[src/rtl/fpu_rr_issue_arbiter.sv]
// Round-robin issue arbiter that shares one fixed-latency FPU between N_REQ requesters.
// A tag pipe follows each in-flight op so its result returns to the requester that issued it.
module fpu_rr_issue_arbiter #(
    parameter int N_REQ   = 4,
    parameter int N_ARG   = 2,
    parameter int OP_W    = 4,
    parameter int FPU_LAT = 5,
    parameter int MAX_OUT = 4,
    parameter int DATA_W  = 64   // width of fpu_pack::real_t
) (
    input  logic                          clk,
    input  logic                          rst_n,
    input  logic [N_REQ-1:0]              req_valid,
    output logic [N_REQ-1:0]              req_ready,
    input  logic [N_REQ*OP_W-1:0]         req_op,
    input  logic [N_REQ*N_ARG*DATA_W-1:0] req_arg,
    output logic                          fpu_valid,
    output logic [OP_W-1:0]               fpu_op,
    output logic [N_ARG*DATA_W-1:0]       fpu_arg,
    input  logic                          fpu_rez_valid,
    input  logic [DATA_W-1:0]             fpu_rez,
    output logic [N_REQ-1:0]              rsp_valid,
    output logic [DATA_W-1:0]             rsp_rez,
    output logic                          err_o
);

    localparam int ID_W  = $clog2(N_REQ);
    localparam int CNT_W = $clog2(MAX_OUT + 1);
    localparam int ARG_W = N_ARG * DATA_W;

    logic [ID_W-1:0]   r_ptr;
    logic              r_fpuValid;
    logic [OP_W-1:0]   r_fpuOp;
    logic [ARG_W-1:0]  r_fpuArg;
    logic [ID_W-1:0]   r_issueId;
    logic [FPU_LAT-1:0] r_tagVld;
    logic [ID_W-1:0]   r_tagId [FPU_LAT];
    logic [CNT_W-1:0]  r_outst [N_REQ];
    logic [N_REQ-1:0]  r_rspValid;
    logic [DATA_W-1:0] r_rspRez;
    logic              r_err;

    logic [N_REQ-1:0]  w_elig;
    logic [N_REQ-1:0]  w_grant;
    logic [ID_W-1:0]   w_grantId;
    logic              w_accept;
    logic              w_tailVld;
    logic [ID_W-1:0]   w_tailId;

    function automatic logic [ID_W-1:0] scanIdx(input logic [ID_W-1:0] ptr, input int k);
        int sum;
        sum = (int'(ptr) + k) % N_REQ;
        return ID_W'(sum);
    endfunction

    always_comb begin
        for (int i = 0; i < N_REQ; i++) begin
            w_elig[i] = req_valid[i] && (r_outst[i] < CNT_W'(MAX_OUT));
        end
    end

    // Scan starts just past the last winner, so the previous grantee has lowest priority.
    always_comb begin
        w_grant   = '0;
        w_grantId = '0;
        w_accept  = 1'b0;
        for (int k = 1; k <= N_REQ; k++) begin
            if (!w_accept && w_elig[scanIdx(r_ptr, k)]) begin
                w_accept  = 1'b1;
                w_grantId = scanIdx(r_ptr, k);
            end
        end
        w_grant[w_grantId] = w_accept;
    end

    assign req_ready = w_grant;

    always_ff @(posedge clk or negedge rst_n) begin
        if (!rst_n) begin
            r_ptr      <= ID_W'(N_REQ - 1);
            r_fpuValid <= 1'b0;
            r_fpuOp    <= '0;
            r_fpuArg   <= '0;
            r_issueId  <= '0;
        end else begin
            r_fpuValid <= w_accept;
            if (w_accept) begin
                r_ptr     <= w_grantId;
                r_issueId <= w_grantId;
                r_fpuOp   <= req_op[int'(w_grantId)*OP_W +: OP_W];
                r_fpuArg  <= req_arg[int'(w_grantId)*ARG_W +: ARG_W];
            end
        end
    end

    assign fpu_valid = r_fpuValid;
    assign fpu_op    = r_fpuOp;
    assign fpu_arg   = r_fpuArg;

    // The tail stage lines up with the cycle the FPU should raise fpu_rez_valid.
    always_ff @(posedge clk or negedge rst_n) begin
        if (!rst_n) begin
            r_tagVld <= '0;
            for (int s = 0; s < FPU_LAT; s++) begin
                r_tagId[s] <= '0;
            end
        end else begin
            r_tagVld[0] <= r_fpuValid;
            r_tagId[0]  <= r_issueId;
            for (int s = 1; s < FPU_LAT; s++) begin
                r_tagVld[s] <= r_tagVld[s-1];
                r_tagId[s]  <= r_tagId[s-1];
            end
        end
    end

    assign w_tailVld = r_tagVld[FPU_LAT-1];
    assign w_tailId  = r_tagId[FPU_LAT-1];

    always_ff @(posedge clk or negedge rst_n) begin
        if (!rst_n) begin
            r_rspValid <= '0;
            r_rspRez   <= '0;
            r_err      <= 1'b0;
        end else begin
            r_rspValid <= '0;
            if (w_tailVld && fpu_rez_valid) begin
                r_rspValid[w_tailId] <= 1'b1;
                r_rspRez             <= fpu_rez;
            end
            if (w_tailVld != fpu_rez_valid) begin
                r_err <= 1'b1;
            end
        end
    end

    assign rsp_valid = r_rspValid;
    assign rsp_rez   = r_rspRez;
    assign err_o     = r_err;

    // Retire on the tail tag rather than on the response, so a lost result still frees its slot.
    always_ff @(posedge clk or negedge rst_n) begin
        if (!rst_n) begin
            for (int i = 0; i < N_REQ; i++) begin
                r_outst[i] <= '0;
            end
        end else begin
            for (int i = 0; i < N_REQ; i++) begin
                case ({w_grant[i], w_tailVld && (w_tailId == ID_W'(i))})
                    2'b10:   r_outst[i] <= r_outst[i] + CNT_W'(1);
                    2'b01:   r_outst[i] <= r_outst[i] - CNT_W'(1);
                    default: r_outst[i] <= r_outst[i];
                endcase
            end
        end
    end

endmodule

[config.mk]
export PLATFORM = sky130hd
export DESIGN_NAME = fpu_rr_issue_arbiter
export DESIGN_NICKNAME = d
export VERILOG_FILES = /design/src/rtl/fpu_rr_issue_arbiter.sv
export SDC_FILE = /design/constraint.sdc
export NUM_CORES = 1
export LEC_CHECK = 0
export CORE_AREA = 2 2 312 314
export CTS_BUF_LIST = sky130_fd_sc_hd__clkbuf_4 sky130_fd_sc_hd__clkbuf_8 sky130_fd_sc_hd__clkbuf_16
export CTS_CLUSTER_SIZE = 10
export DETAILED_ROUTE_END_ITERATION = 16
export DIE_AREA = 0 0 314 316
export HOLD_SLACK_MARGIN = 0.03
export PLACE_DENSITY_LB_ADDON = 0.25
export SLEW_MARGIN = 5
export SYNTH_ARGS = -nofsm -noshare
export SYNTH_HDL_FRONTEND = slang
export SYNTH_SLANG_ARGS = --single-unit
[constraint.sdc]
create_clock -name clk -period 2.7 [get_ports clk]
set_clock_uncertainty 0.15 [all_clocks]
set_input_delay 0.27 -clock clk [delete_from_list [all_inputs] [get_ports clk]]
set_output_delay 0.27 -clock clk [all_outputs]
set_load 0.02 [all_outputs]
# ---- Yosys cells after proc, flatten, opt, wreduce, memory -nomap -nowiden
# Index checks and enable logic that the tools add are counted.
dict set report totals {
  regBits 233
  in_bits 599
  output_inout_bits 206
  elab_cells 104
}
dict set report op_classes {
  addsub 12
  magnitude_cmp 12
  n_eq_ne 12
  shifts 2
  mux 25
  bitwise 1
  n_reduce_logical 22
}
# op count
set ops {}
lappend ops {{$shiftx A512 B10 Y128} 1}
lappend ops {{$pmux W3 S2} 4}
lappend ops {{$lt A2 B3 Y1 const B} 6}
lappend ops {{$shiftx A16 B5 Y4} 1}
lappend ops {{$logic_and A1 B1 Y1} 14}
lappend ops {{$add A3 B1 Y3 const B} 4}
lappend ops {{$eq A2 B2 Y1 const B} 6}
lappend ops {{$lt A3 B3 Y1 const B} 4}
lappend ops {{$sub A3 B1 Y3 const B} 4}
lappend ops {{$eq A2 B1 Y1 const B} 5}
lappend ops {{$mux W1} 10}
lappend ops {{$bmux W1 S2} 4}
lappend ops {{$mux W2} 4}
lappend ops {{$reduce_bool A2 Y1} 4}
lappend ops {{$add A2 B1 Y2 const B} 2}
lappend ops {{$add A2 B2 Y2 const B} 2}
lappend ops {{$and A4 B4 Y4} 1}
lappend ops {{$demux W1 S2} 2}
lappend ops {{$ge A2 B1 Y1 const B} 2}
lappend ops {{$mux W4} 1}
lappend ops {{$logic_not A1 Y1} 3}
lappend ops {{$logic_not A2 Y1} 1}
lappend ops {{$ne A1 B1 Y1} 1}

# ---- Depth between registers and ports, before layout
dict set report depth {
  word_depth 21
  depth_mapped 13
  mapped_depth_nobuf 11
}

# ---- Least setup slack after synthesis
# Ideal clock, no wire load.
dict set report synth_timing {
  path_type {register to register}
  start {register r_ptr[0]}
  end {register r_outst[11] (netlist name)}
  setup_ps 125
  arrival_time_ps 2575
  required_ps 2425
  slack_ps -150
  stages_incl_launch_ff 12
  n_path_buf 0
  period_less_slack_ps 2850
  cell_sequence {dfstp_2 > nor3b_1 > a21oi_1 > or3b_1 > nor3_1 > inv_1 > ha_1 > inv_1 > fa_1 > xor2_1 > nor2_1 > xor2_1}
}
dict set report synth_via {
  elab_chain_cells 20
  word_cells_on_any_way 36
  cone_classes {4 x add/sub; 2 x order compare; 2 x eq/ne; 19 x mux; 1 x bitwise; 8 x reduce/logical}
}
# element line
set synth_lines {}
lappend synth_lines {{start, declared} 31} ;# logic [ID_W-1:0] r_ptr;
lappend synth_lines {{start signal, assigned} 80} ;# r_ptr <= ID_W'(N_REQ - 1);
lappend synth_lines {{start signal, assigned} 88} ;# r_ptr <= w_grantId;
lappend synth_lines {{$add A2 B1 Y2} 52} ;# sum = (int'(ptr) + k) % N_REQ;
lappend synth_lines {{$bmux W1 S2} 68} ;# if (!w_accept && w_elig[scanIdx(r_ptr, k)]) begin
lappend synth_lines {{$mux W1 (not written as such)} 68}
lappend synth_lines {{$mux W1} 68}
lappend synth_lines {{$logic_not A1 Y1} 68}
lappend synth_lines {{$logic_and A1 B1 Y1} 68}
lappend synth_lines {{$mux W1} 68}
lappend synth_lines {{$logic_not A1 Y1} 68}
lappend synth_lines {{[... 5 more ...]} -}
lappend synth_lines {{$lt A2 B3 Y1 (not written as such) / $ge A2 B1 Y1 (equally long branches)} 73} ;# w_grant[w_grantId] = w_accept;
lappend synth_lines {{$logic_and A1 B1 Y1 (not written as such)} 73}
lappend synth_lines {{$mux W1 (not written as such)} 73}
lappend synth_lines {{$demux W1 S2} 73}
lappend synth_lines {{$and A4 B4 Y4 (no line) (*)} -}
lappend synth_lines {{net req_ready[0]} 14} ;# output logic [N_REQ-1:0] req_ready,
lappend synth_lines {{$eq A2 B1 Y1 / $eq A2 B2 Y1 (equally long branches)} 149} ;# case ({w_grant[i], w_tailVld && (w_tailId == ID_W'(i))})
lappend synth_lines {{$pmux W3 S2 / $reduce_bool A2 Y1 (equally long branches)} -}
lappend synth_lines {{end signal, assigned by index} 150} ;# 2'b10: r_outst[i] <= r_outst[i] + CNT_W'(1);
lappend synth_lines {{end signal, assigned by index} 151} ;# 2'b01: r_outst[i] <= r_outst[i] - CNT_W'(1);
lappend synth_lines {{end signal, assigned by index} 152} ;# default: r_outst[i] <= r_outst[i];
lappend synth_lines {{end, declared} 38} ;# logic [CNT_W-1:0] r_outst [N_REQ];
# The timed path passes the listed nets; every way through them passes the cells marked *. The select of a mux whose other input is x is not followed.
# A chain may end at the register's enable or synchronous reset.

# ---- Worst setup path in the final report
dict set report layout_timing {
  start {register r_ptr[1]}
  end {output port req_ready[2]}
}
dict set report layout_via {
  elab_chain_cells 18
  word_cells_on_any_way 32
  cone_classes {4 x add/sub; 2 x order compare; 18 x mux; 1 x bitwise; 7 x reduce/logical}
}
# element line
set layout_lines {}
lappend layout_lines {{$add A2 B1 Y2} 52}
lappend layout_lines {{$bmux W1 S2} 68}
lappend layout_lines {{$mux W1 (not written as such)} 68}
lappend layout_lines {{$mux W1} 68}
lappend layout_lines {{$logic_not A1 Y1} 68}
lappend layout_lines {{$logic_and A1 B1 Y1} 68}
lappend layout_lines {{$mux W1} 68}
lappend layout_lines {{$logic_not A1 Y1} 68}
lappend layout_lines {{[... 2 more ...]} -}
lappend layout_lines {{$logic_not A1 Y1} 68}
lappend layout_lines {{$logic_and A1 B1 Y1} 68}
lappend layout_lines {{$mux W2} 68}
lappend layout_lines {{$lt A2 B3 Y1 (not written as such) / $ge A2 B1 Y1 (equally long branches)} 73}
lappend layout_lines {{$logic_and A1 B1 Y1 (not written as such)} 73}
lappend layout_lines {{$mux W1 (not written as such)} 73}
lappend layout_lines {{$demux W1 S2} 73}
lappend layout_lines {{$and A4 B4 Y4 (no line) (*)} -}
lappend layout_lines {{end, declared} 14}
# Mark *: on every way between the ends. The rest lies on a longest branch, timed or not. The select of a mux whose other input is x is not followed.

==> out/metrics.csv <==
metric,value,unit
min_period,2.63,ns
ff_latch_area,5840,µm²
initial_utilization,0.127,
worst_slew_pin_slew,0.688,ns
synthCells,998,
mostFrequentLayoutCells,"799 x clkdlybuf4s50_1, 257 x mux2i_1, 229 x dfrtp_1, 139 x nor2_1, 111 x a221oi_1",
r2r_start,r_ptr[1],
route.detailed.drc,0,
vias,11702,
multiInputGateArea,5910,µm²
ctsRootBufferMaster,clkbuf_16,
drive_gt1_frac,0.151,
reg2regPathDepth,12,
max_cap_violations,0,
synth_cell_types,41,
clk_latency,0.61,ns
cts_htree_levels,1,
cts_sinks,233,
ys_warn_count,0,
timing.fmax,0.381,GHz
fin_setup_tns,0,ns
setup_violations,0,
final_common_cell,clkdlybuf4s50_1,
synth-edff-count,0,
final_cells,3154,
grt_pass1_vias,12756,
gp_congestion,0.835,
grt_antenna_before_repair,5,
endpoint_kind,output port,
p_per_area,1140,nW/µm²
vdd_drop_max,0.684,mV
rsz0062_at_grt,true,
port_buffers,804,
cp_max_fo,4,
synth_area,12200,µm²
fp.coreArea,96000,µm²
start_kind,flop,
finalWirelength,63100,µm
r2r_end,r_outst[8],
placed_cells,3080,
syn_area_per_cell,12.2,µm²
area_delta_synth_final,93.9,%
dominantRegCellSynth,dfrtp_1,
dp_hpwl,48500,µm
outcome,finished clean,
hold_violations,0,
r2r_slack,0.08,ns
finalCritPeriodShare,0.972,
post-route-cell-area,23700,µm²
placementRows,114,
holdCritPathClass,input port to async pin,
grt_usage,0.117,
nFillCells,10153,
arrival,2.21,ns
cts_inserted_buffers,31,
layout.nets,2460,
power.total,27100,µW
tritoncts,yes,
grt_max_degree,85,
path_clk_slew,0.06,ns
die_area,99200,µm²
cts_max_path_buffers,3,
synth-seq-cells,233,
drv_slew,0,
yosysSeqAreaShare,0.477,
viasPerCell,3.71,
die_w,314,µm
overflow,0,
drtIter0Drc,430,
synth-async-reset-ratio,1.00,
p_leak,0.00987,µW
io_pins,805,
drt-wirelength-per-cell,20.0,µm
grt_pass1_wl,86900,µm
crit_type,flop to output port,
syn-num-nets,1606,
final_antenna_net_count,0,
dr.pass1.iters,4,
place_area,22200,µm²
die_height,316,µm
required,2.28,ns
relSlewSlack,0.541,
[area by class of cell]
class	count	area share
well taps	1276	0.0674
clock inverters	7	0.00317
multi-input cells	668	0.249
inverters	14	0.00222
clock buffers	49	0.0411
repair buffers	904	0.390
diodes	3	0.000317
flip-flops and latches	233	0.246
[power by group]
group	switching, µW	total, µW	internal, µW	leakage, µW
combinational	8230	16600	8320	0.00669
sequential	1010	6230	5220	0.00265
clock	1740	4290	2550	0.000534
[flip-flops by register name, indices dropped and copies added, names as in the netlist, 4 cells and up]
| register | cells |
|---|---|
| fpu_arg | 128 |
| fpu_op | 4 |
| r_outst | 12 |
| r_tagId | 8 |
| r_tagVld | 5 |
| rsp_rez | 64 |
| rsp_valid | 4 |
[logic make-up (layout without fill, tap and decap cells)]
| group | after synthesis | in the layout | share of synthesized area |
|---|---|---|---|
| AOI/OAI and AO/OA | 140 | 140 | 0.109 |
| xor gates and xnor gates | 12 | 12 | 0.00860 |
| adders and majority gates | 9 | 9 | 0.0117 |
| buffers and inverters | 97 | 974 | 0.0542 |
| DFF | 233 | 233 | 0.477 |
| muxes | 332 | 332 | 0.278 |
| other | 0 | 3 | 0 |
| and+or+nand+nor | 175 | 175 | 0.0614 |
[layer usage]
metal / wire length (µm) / vias up / part of all wire / GRT usage
met4: 1540 / 0 / 0.024 / 0.0311
met2: 33000 / 509 / 0.52 / 0.211
met5: 0 / - / 0 / 0
met3: 4370 / 54 / 0.069 / 0.0306
li1: - / 5441 / - / -
met1: 24200 / 5698 / 0.38 / 0.137
[repair_timing]
action | CTS | global route
gates resized for setup | 31 | 55
setup endpoints to repair | 4 | 94
hold endpoints to repair | 204 | 0
pin swaps | 4 | 12
cloned | 0 | 4
hold buffers | 1 | 0
buffers inserted | 5 | 6
[worst max-delay path, cell delays in order (launching register included)]
cell	delay, ns
dfstp_2	0.57
nor4b_1	0.08
a21oi_2	0.13
buf_4	0.12
nor3b_4	0.27
buf_6	0.17
and2_4	0.14
buf_6	0.11
[how the worst max path moves through the flow]
| stage | start | endpoint | slack [ns] | cells past startpoint |
|---|---|---|---|---|
| 3_5_place_dp | req_valid[0] | fpu_arg[101] | -0.26 | 10 |
| 3_3_place_gp | req_valid[0] | r_outst[11] | -0.26 | 12 |
| 6_report | r_ptr[1] | req_ready[2] | 0.07 | 7 |
| 4_1_cts | r_ptr[0] | fpu_arg[71] | 0.002 | 10 |
| 2_1_floorplan | r_ptr[1] | r_outst[5] | 0.01 | 13 |
| 5_1_grt | r_ptr[0] | req_ready[2] | -0.02 | 7 |
[Yosys cell counts (3+ instances only)]
master,count,area share
nor2b_1,3,0.0015
mux2i_1,268,0.22
buf_6,14,0.013
fa_1,4,0.0066
inv_1,14,0.0043
a221oi_1,113,0.081
nand2_1,7,0.0022
buf_2,16,0.0066
a221oi_2,19,0.023
ha_1,5,0.0051
xor2_1,8,0.0057
nand2b_1,4,0.0020
and2_1,3,0.0015
nor2_1,139,0.043
mux2_2,64,0.059
buf_12,9,0.015
buf_4,6,0.0037
and3b_1,4,0.0029
xnor2_1,4,0.0029
nor3b_1,3,0.0018
clkbuf_1,35,0.011
dfrtp_1,231,0.47
[metrics by stage]
stage / hold slack [ns] / worst slack, ns / utilization
after CTS: 0.0488 / 0.00246 / 0.243
final: 0.117 / 0.0749 / 0.247
after global placement: 0.176 / -0.260 / 0.231
after floorplan: -0.176 / 0.0145 / -
after detailed placement: 0.177 / -0.257 / 0.231
after global routing: 0.0786 / -0.0190 / 0.247
(Power assumes the default switching activity.)
